`config.mk`:
```
export PLATFORM = sky130hd
export DESIGN_NAME = ram_byte_reader_flat
export DESIGN_NICKNAME = d
export VERILOG_FILES = /design/src/rtl/ram_byte_reader_if.sv /design/src/rtl/ram_byte_reader.sv /design/src/flat_wrapper.sv
export SDC_FILE = /design/constraint.sdc
export NUM_CORES = 1
export LEC_CHECK = 0
export ABC_AREA = 1
export CELL_PAD_IN_SITES_DETAIL_PLACEMENT = 1
export CELL_PAD_IN_SITES_GLOBAL_PLACEMENT = 1
export CORE_MARGIN = 1
export CORE_UTILIZATION = 47
export CTS_BUF_LIST = sky130_fd_sc_hd__clkbuf_4 sky130_fd_sc_hd__clkbuf_8
export DETAILED_ROUTE_END_ITERATION = 10
export DONT_BUFFER_PORTS = 1
export PLACE_DENSITY_LB_ADDON = 0.1
export SYNTH_ARGS = -nofsm -noshare
export SYNTH_HDL_FRONTEND = slang
export SYNTH_SLANG_ARGS = --single-unit
```
`constraint.sdc`:
```
create_clock -name clk -period 2.13 [get_ports clk]
set_clock_uncertainty 0.2 [all_clocks]
set_input_delay 0.639 -clock clk [delete_from_list [all_inputs] [get_ports clk]]
set_output_delay 0.639 -clock clk [all_outputs]
set_load 0.1 [all_outputs]
```
`src/rtl/ram_byte_reader_if.sv`:
```
// ram_byte_reader_if: bundles the command, RAM read port and byte-stream
// signals of ram_byte_reader.
//   start/base_addr/len : burst command from the controller
//   busy/done           : burst status back to the controller
//   ram_addr/ram_data   : asynchronous RAM read port (data combinational from addr)
//   m_data/m_valid/m_ready/m_last : valid/ready byte stream to the consumer
// Modports: master = reader side (drives status, RAM address, stream);
//           slave  = surrounding system (drives command, RAM data, m_ready).
interface ram_byte_reader_if #(
  parameter int unsigned ADDR_WIDTH = 8,
  parameter int unsigned DATA_WIDTH = 16
);
  logic                  start;
  logic [ADDR_WIDTH-1:0] base_addr;
  logic [ADDR_WIDTH:0]   len;
  logic                  busy;
  logic                  done;
  logic [ADDR_WIDTH-1:0] ram_addr;
  logic [DATA_WIDTH-1:0] ram_data;
  logic [7:0]            m_data;
  logic                  m_valid;
  logic                  m_ready;
  logic                  m_last;

  modport master (
    input  start, base_addr, len, ram_data, m_ready,
    output busy, done, ram_addr, m_data, m_valid, m_last
  );

  modport slave (
    output start, base_addr, len, ram_data, m_ready,
    input  busy, done, ram_addr, m_data, m_valid, m_last
  );
endinterface

```
`src/rtl/ram_byte_reader.sv`:
```
// ram_byte_reader: burst read engine for the 16-bit RAM. On start it reads
// len consecutive words from base_addr and emits each as two bytes, low byte
// first, on a valid/ready stream; m_last marks the high byte of the last word.
// Ports:
//   clk  : system clock, rising edge
//   rst  : asynchronous reset, active-high
//   bus  : ram_byte_reader_if.master (command, status, RAM read port, stream)
// All interface outputs are registered; they are computed from the next state
// so that e.g. m_valid is high exactly while the FSM sits in SEND_LO/SEND_HI.
module ram_byte_reader #(
  parameter int unsigned DATA_WIDTH = 16,
  parameter int unsigned ADDR_WIDTH = 8
) (
  input  logic               clk,
  input  logic               rst,
  ram_byte_reader_if.master  bus
);

  localparam int unsigned AW     = ADDR_WIDTH;
  localparam int unsigned LW     = ADDR_WIDTH + 1;
  localparam int unsigned DW     = DATA_WIDTH;
  localparam int unsigned BYTE_W = 8;

  typedef enum logic [2:0] {
    S_IDLE    = 3'd0,
    S_LOAD    = 3'd1,
    S_SEND_LO = 3'd2,
    S_SEND_HI = 3'd3,
    S_DONE    = 3'd4
  } state_t;

  state_t            state_q,     state_nxt;
  logic [AW-1:0]     cur_addr_q,  cur_addr_nxt;
  logic [LW-1:0]     remaining_q, remaining_nxt;
  logic [DW-1:0]     word_q,      word_nxt;
  logic [AW-1:0]     ram_addr_q,  ram_addr_nxt;
  logic [BYTE_W-1:0] m_data_q,    m_data_nxt;
  logic              m_last_q,    m_last_nxt;
  logic              m_valid_q,   m_valid_nxt;
  logic              busy_q,      busy_nxt;
  logic              done_q,      done_nxt;
  logic              hs;

  // Stream handshake of the byte currently presented.
  assign hs = m_valid_q & bus.m_ready;

  // Next-state and next-output logic.
  always_comb begin
    state_nxt     = state_q;
    cur_addr_nxt  = cur_addr_q;
    remaining_nxt = remaining_q;
    word_nxt      = word_q;
    ram_addr_nxt  = ram_addr_q;
    m_data_nxt    = m_data_q;
    m_last_nxt    = m_last_q;

    unique case (state_q)
      S_IDLE: begin
        if (bus.start) begin
          cur_addr_nxt  = bus.base_addr;
          remaining_nxt = bus.len;
          ram_addr_nxt  = bus.base_addr;
          state_nxt     = (bus.len == LW'(0)) ? S_DONE : S_LOAD;
        end
      end
      S_LOAD: begin
        // ram_addr has been stable for a full cycle; capture the word once so
        // later RAM writes cannot disturb the bytes in flight.
        word_nxt   = bus.ram_data;
        m_data_nxt = bus.ram_data[BYTE_W-1:0];
        m_last_nxt = 1'b0;
        state_nxt  = S_SEND_LO;
      end
      S_SEND_LO: begin
        if (hs) begin
          m_data_nxt = word_q[DW-1:BYTE_W];
          m_last_nxt = (remaining_q == LW'(1));
          state_nxt  = S_SEND_HI;
        end
      end
      S_SEND_HI: begin
        if (hs) begin
          m_last_nxt = 1'b0;
          if (remaining_q == LW'(1)) begin
            state_nxt = S_DONE;
          end else begin
            remaining_nxt = remaining_q - LW'(1);
            cur_addr_nxt  = cur_addr_q + AW'(1);
            ram_addr_nxt  = cur_addr_q + AW'(1);
            state_nxt     = S_LOAD;
          end
        end
      end
      S_DONE: begin
        state_nxt = S_IDLE;
      end
      default: begin
        state_nxt = S_IDLE;
      end
    endcase

    // Status and valid follow the state being entered.
    m_valid_nxt = (state_nxt == S_SEND_LO) || (state_nxt == S_SEND_HI);
    busy_nxt    = (state_nxt != S_IDLE);
    done_nxt    = (state_nxt == S_DONE);
  end

  // State and output registers.
  always_ff @(posedge clk or posedge rst) begin
    if (rst) begin
      state_q     <= S_IDLE;
      cur_addr_q  <= '0;
      remaining_q <= '0;
      word_q      <= '0;
      ram_addr_q  <= '0;
      m_data_q    <= '0;
      m_last_q    <= 1'b0;
      m_valid_q   <= 1'b0;
      busy_q      <= 1'b0;
      done_q      <= 1'b0;
    end else begin
      state_q     <= state_nxt;
      cur_addr_q  <= cur_addr_nxt;
      remaining_q <= remaining_nxt;
      word_q      <= word_nxt;
      ram_addr_q  <= ram_addr_nxt;
      m_data_q    <= m_data_nxt;
      m_last_q    <= m_last_nxt;
      m_valid_q   <= m_valid_nxt;
      busy_q      <= busy_nxt;
      done_q      <= done_nxt;
    end
  end

  assign bus.ram_addr = ram_addr_q;
  assign bus.m_data   = m_data_q;
  assign bus.m_last   = m_last_q;
  assign bus.m_valid  = m_valid_q;
  assign bus.busy     = busy_q;
  assign bus.done     = done_q;

endmodule

```
`src/flat_wrapper.sv`:
```
// flat-port wrapper written by rule: the top's interface ports become plain ports
module ram_byte_reader_flat 
#(
  parameter int unsigned DATA_WIDTH = 16,
  parameter int unsigned ADDR_WIDTH = 8
)
  (clk, rst, bus_start, bus_base_addr, bus_len, bus_ram_data, bus_m_ready, bus_busy, bus_done, bus_ram_addr, bus_m_data, bus_m_valid, bus_m_last);
  ram_byte_reader_if #(.ADDR_WIDTH(ADDR_WIDTH), .DATA_WIDTH(DATA_WIDTH)) bus_i ();
  input  logic clk;
  input  logic rst;
  input wire logic [$bits(bus_i.start)-1:0] bus_start;
  input wire logic [$bits(bus_i.base_addr)-1:0] bus_base_addr;
  input wire logic [$bits(bus_i.len)-1:0] bus_len;
  input wire logic [$bits(bus_i.ram_data)-1:0] bus_ram_data;
  input wire logic [$bits(bus_i.m_ready)-1:0] bus_m_ready;
  output wire logic [$bits(bus_i.busy)-1:0] bus_busy;
  output wire logic [$bits(bus_i.done)-1:0] bus_done;
  output wire logic [$bits(bus_i.ram_addr)-1:0] bus_ram_addr;
  output wire logic [$bits(bus_i.m_data)-1:0] bus_m_data;
  output wire logic [$bits(bus_i.m_valid)-1:0] bus_m_valid;
  output wire logic [$bits(bus_i.m_last)-1:0] bus_m_last;
  assign bus_i.start = bus_start;
  assign bus_i.base_addr = bus_base_addr;
  assign bus_i.len = bus_len;
  assign bus_i.ram_data = bus_ram_data;
  assign bus_i.m_ready = bus_m_ready;
  assign bus_busy = bus_i.busy;
  assign bus_done = bus_i.done;
  assign bus_ram_addr = bus_i.ram_addr;
  assign bus_m_data = bus_i.m_data;
  assign bus_m_valid = bus_i.m_valid;
  assign bus_m_last = bus_i.m_last;
  ram_byte_reader #(.DATA_WIDTH(DATA_WIDTH), .ADDR_WIDTH(ADDR_WIDTH)) u_core (.clk(clk), .rst(rst), .bus(bus_i));
endmodule
```
==> run_summary.xml <==
<?xml version="1.0" encoding="UTF-8"?>
<metrics>
  <group name="worst_setup_path">
    <metric name="critical_path.endpoint_type" unit="">flip-flop</metric>
    <metric name="worstSetupStartpoint" unit="">u_core.remaining_q[1]</metric>
    <metric name="crit_path_start_kind" unit="">flip-flop</metric>
    <metric name="cp_data_required_time" unit="ns">2.11</metric>
    <metric name="crit_fanout" unit="">25</metric>
    <metric name="reg2reg_from" unit="">u_core.remaining_q[1]</metric>
    <metric name="criticalPathCategory" unit="">flip-flop to flip-flop</metric>
    <metric name="arrival" unit="ns">1.90</metric>
  </group>
  <group name="synthesis">
    <metric name="synth_largest_area_cell" unit="">dfrtp_1</metric>
    <metric name="synth_flop_cell" unit="">dfrtp_1</metric>
    <metric name="post-synth-top-count-cell" unit="">nand2_1</metric>
    <metric name="synth_area_leaders" unit="">dfrtp_1 44%, nand2_1 15%, nand3_1 8.1%</metric>
    <metric name="syn_inst" unit="">315</metric>
    <metric name="synth_edf_count" unit="">0</metric>
    <metric name="synth_fp_nets" unit="">355</metric>
    <metric name="synth.distinct_cells" unit="">26</metric>
    <metric name="seq_area_frac_synth" unit="%">43.6</metric>
    <metric name="yosys_register_bits" unit="">40</metric>
    <metric name="post_synth.cell_area_avg" unit="um2">7.29</metric>
    <metric name="async_flop_share" unit="%">100</metric>
    <metric name="synth.top_cells.by_count" unit="">94 x nand2_1, 40 x dfrtp_1, 37 x nand3_1</metric>
    <metric name="mappedNetlistArea" unit="mm2">0.00230</metric>
    <metric name="ys_warn_count" unit="">0</metric>
    <metric name="netlist.area_leader.share" unit="%">43.6</metric>
  </group>
  <group name="timing">
    <metric name="post-route-period-util" unit="%">90.1</metric>
    <metric name="finalSetupViolations" unit="">0</metric>
    <metric name="fmax" unit="MHz">521</metric>
    <metric name="grt_setup_unrepaired" unit="">no</metric>
    <metric name="hold_viol" unit="">0</metric>
    <metric name="finalMaxSlewViolations" unit="">0</metric>
    <metric name="worst_slew_pin_slew" unit="ns">0.603</metric>
    <metric name="totalNegativeSetupSlack" unit="ns">0</metric>
    <metric name="finalCriticalPeriod" unit="ns">1.92</metric>
    <metric name="maxSlewHeadroom" unit="%">59.8</metric>
    <metric name="fin_hold_ws" unit="ns">0.169</metric>
  </group>
  <group name="route">
    <metric name="via_count" unit="">2099</metric>
    <metric name="post-route-drc-count" unit="">0</metric>
    <metric name="wl" unit="um">5980</metric>
    <metric name="vias_per_cell" unit="">5.18</metric>
    <metric name="wl_per_cell" unit="um">14.8</metric>
    <metric name="drt_pass1_iterations" unit="">4</metric>
    <metric name="final_antenna_net_count" unit="">0</metric>
    <metric name="drt_iter0_markers" unit="">153</metric>
  </group>
  <group name="layout">
    <metric name="num-nets-final" unit="">377</metric>
    <metric name="layout-area-overhead-vs-synth" unit="%">13.4</metric>
    <metric name="n_antenna_cell" unit="">0</metric>
    <metric name="final_util" unit="%">55.1</metric>
    <metric name="fill_cells" unit="">609</metric>
    <metric name="layout-drive-gt1-share" unit="%">15.7</metric>
    <metric name="final_area" unit="mm2">0.00260</metric>
  </group>
  <group name="global_routing">
    <metric name="initial_antenna_violation_count" unit="">0</metric>
    <metric name="grt_use_total" unit="%">25.6</metric>
    <metric name="vias_in_the_first_global_route" unit="">2183</metric>
    <metric name="global_route_wire_length_before_repair" unit="um">10300</metric>
    <metric name="grt_max_degree" unit="">41</metric>
    <metric name="grt_overflow" unit="">0</metric>
  </group>
  <group name="die">
    <metric name="die_h" unit="um">71.9</metric>
    <metric name="floorplan.io_pins" unit="">57</metric>
    <metric name="floorplan.die_area" unit="mm2">0.00517</metric>
    <metric name="site_row_count" unit="">25</metric>
    <metric name="fp.dieW" unit="um">71.9</metric>
    <metric name="floorplan.initialDensity" unit="%">48.6</metric>
    <metric name="placeableCoreArea" unit="mm2">0.00472</metric>
  </group>
  <group name="run">
    <metric name="cap_violations" unit="">0</metric>
  </group>
  <group name="clock_tree">
    <metric name="cts.sinks" unit="">40</metric>
    <metric name="numCtsBuffers" unit="">5</metric>
    <metric name="postCtsHoldBufs" unit="">0</metric>
    <metric name="root_buffer" unit="">clkbuf_8</metric>
    <metric name="post_cts_resize_count" unit="">0</metric>
    <metric name="insertion_delay" unit="ns">0.29</metric>
    <metric name="tritoncts" unit="">done</metric>
    <metric name="cts-root-to-sink-buffers" unit="">2</metric>
    <metric name="post_cts.repair.setup_buffers" unit="">0</metric>
    <metric name="clkSlewWorstSetupHoldPaths" unit="ns">0.08</metric>
    <metric name="ctsHtreeMaxLevel" unit="">2</metric>
  </group>
  <group name="placed_design">
    <metric name="buffers_added_on_ports" unit="">0</metric>
    <metric name="dp.final_hpwl" unit="um">4390</metric>
    <metric name="gp_congestion" unit="">0.855</metric>
    <metric name="postPlaceCellArea" unit="mm2">0.00249</metric>
  </group>
  <group name="min_path">
    <metric name="min_path_type" unit="">input port to async pin</metric>
  </group>
  <group name="run_status">
    <metric name="run_status" unit="">complete, no violations</metric>
  </group>
</metrics>
[final timing paths]
check	to	slack, ns	cells past startpoint
min in group clk	u_core.word_q[10]	0.26	2
setup / recovery	u_core.cur_addr_q[3]	0.21	9
setup reg to reg	u_core.cur_addr_q[3]	0.21	9
max in group asynchronous	u_core.cur_addr_q[0]	1.18	2
hold / removal	u_core.bus.m_data[5]	0.17	2
hold reg to reg	u_core.word_q[8]	0.28	2
[sequential cells by signal, indices dropped and copies added (netlist names)]
register and count:
u_core.bus.busy 1, u_core.bus.done 1, u_core.bus.m_data 8, u_core.bus.m_last 1
u_core.bus.m_valid 1, u_core.cur_addr_q 8, u_core.remaining_q 9, u_core.state_q 3
u_core.word_q 8
[per-layer routing]
| metal | wire length [um] | GRT usage, % | share of wire, % | vias to the layer above |
|---|---|---|---|---|
| li1 | - | - | - | 1038 |
| met1 | 2590 | 32.4 | 43 | 1018 |
| met2 | 3130 | 46.0 | 52 | 37 |
| met3 | 196 | 4.03 | 3.3 | 6 |
| met4 | 64 | 6.54 | 1.1 | 0 |
| met5 | 0 | 0 | 0 | - |
[metrics by stage]
stage	std cells	setup slack, ns
after floorplan	315	0.0761
after global placement	397	0.277
after detailed placement	397	0.225
after CTS	405	0.195
after global routing	405	0.0210
final	405	0.212
[worst max-delay path: stages (launching register included)]
cell and delay (ns):
dfrtp_1 0.38, inv_1 0.12, ha_1 0.16, nand2_1 0.05, nor2_1 0.16, nand2_1 0.10
nand2_2 0.21, nand2_4 0.23, nand2_1 0.13, o21ai_1 0.07
[cell families after synthesis]
kind of cell | after synthesis | synth area share, %
buffers and inverters | 48 | 9.64
adders and majority gates | 3 | 1.64
xor gates and xnor gates | 1 | 0.382
and+or+nand+nor | 185 | 35.5
AOI/OAI and AO/OA | 38 | 9.26
DFF | 40 | 43.6
[cell type report]
class                   instances  area, um2  share of cell area, %
multi-input cells             227       1070                   41.2
repair buffers                 25        188                   7.21
inverters                      38        143                   5.48
flip-flops and latches         40       1000                   38.6
clock buffers                   5       68.8                   2.64
well taps                      67       83.8                   3.22
clock inverters                 3       42.5                   1.63
[cell usage in the layout, fill, tap and decap left out, types with 2 or more instances in the layout]
| cell | netlist | final |
|---|---|---|
| o21ai_1 | 7 | 7 |
| nand2_1 | 94 | 94 |
| nor2_2 | 3 | 3 |
| o21a_1 | 8 | 8 |
| or2_2 | 5 | 5 |
| inv_2 | 4 | 4 |
| nor2_1 | 35 | 35 |
| dfrtp_2 | 0 | 2 |
| inv_1 | 34 | 34 |
| dfrtp_1 | 40 | 38 |
| nand2_2 | 2 | 2 |
| a21oi_1 | 3 | 3 |
| buf_4 | 2 | 25 |
| nand2_4 | 2 | 2 |
| nand4_1 | 3 | 3 |
| nand3_1 | 37 | 37 |
| o21ai_0 | 19 | 19 |
| clkbuf_8 | 0 | 5 |
| ha_1 | 3 | 3 |
Power is left out: the tool's default activity adds up to more than one toggle a clock period on the data nets, which glitch-free logic cannot reach.
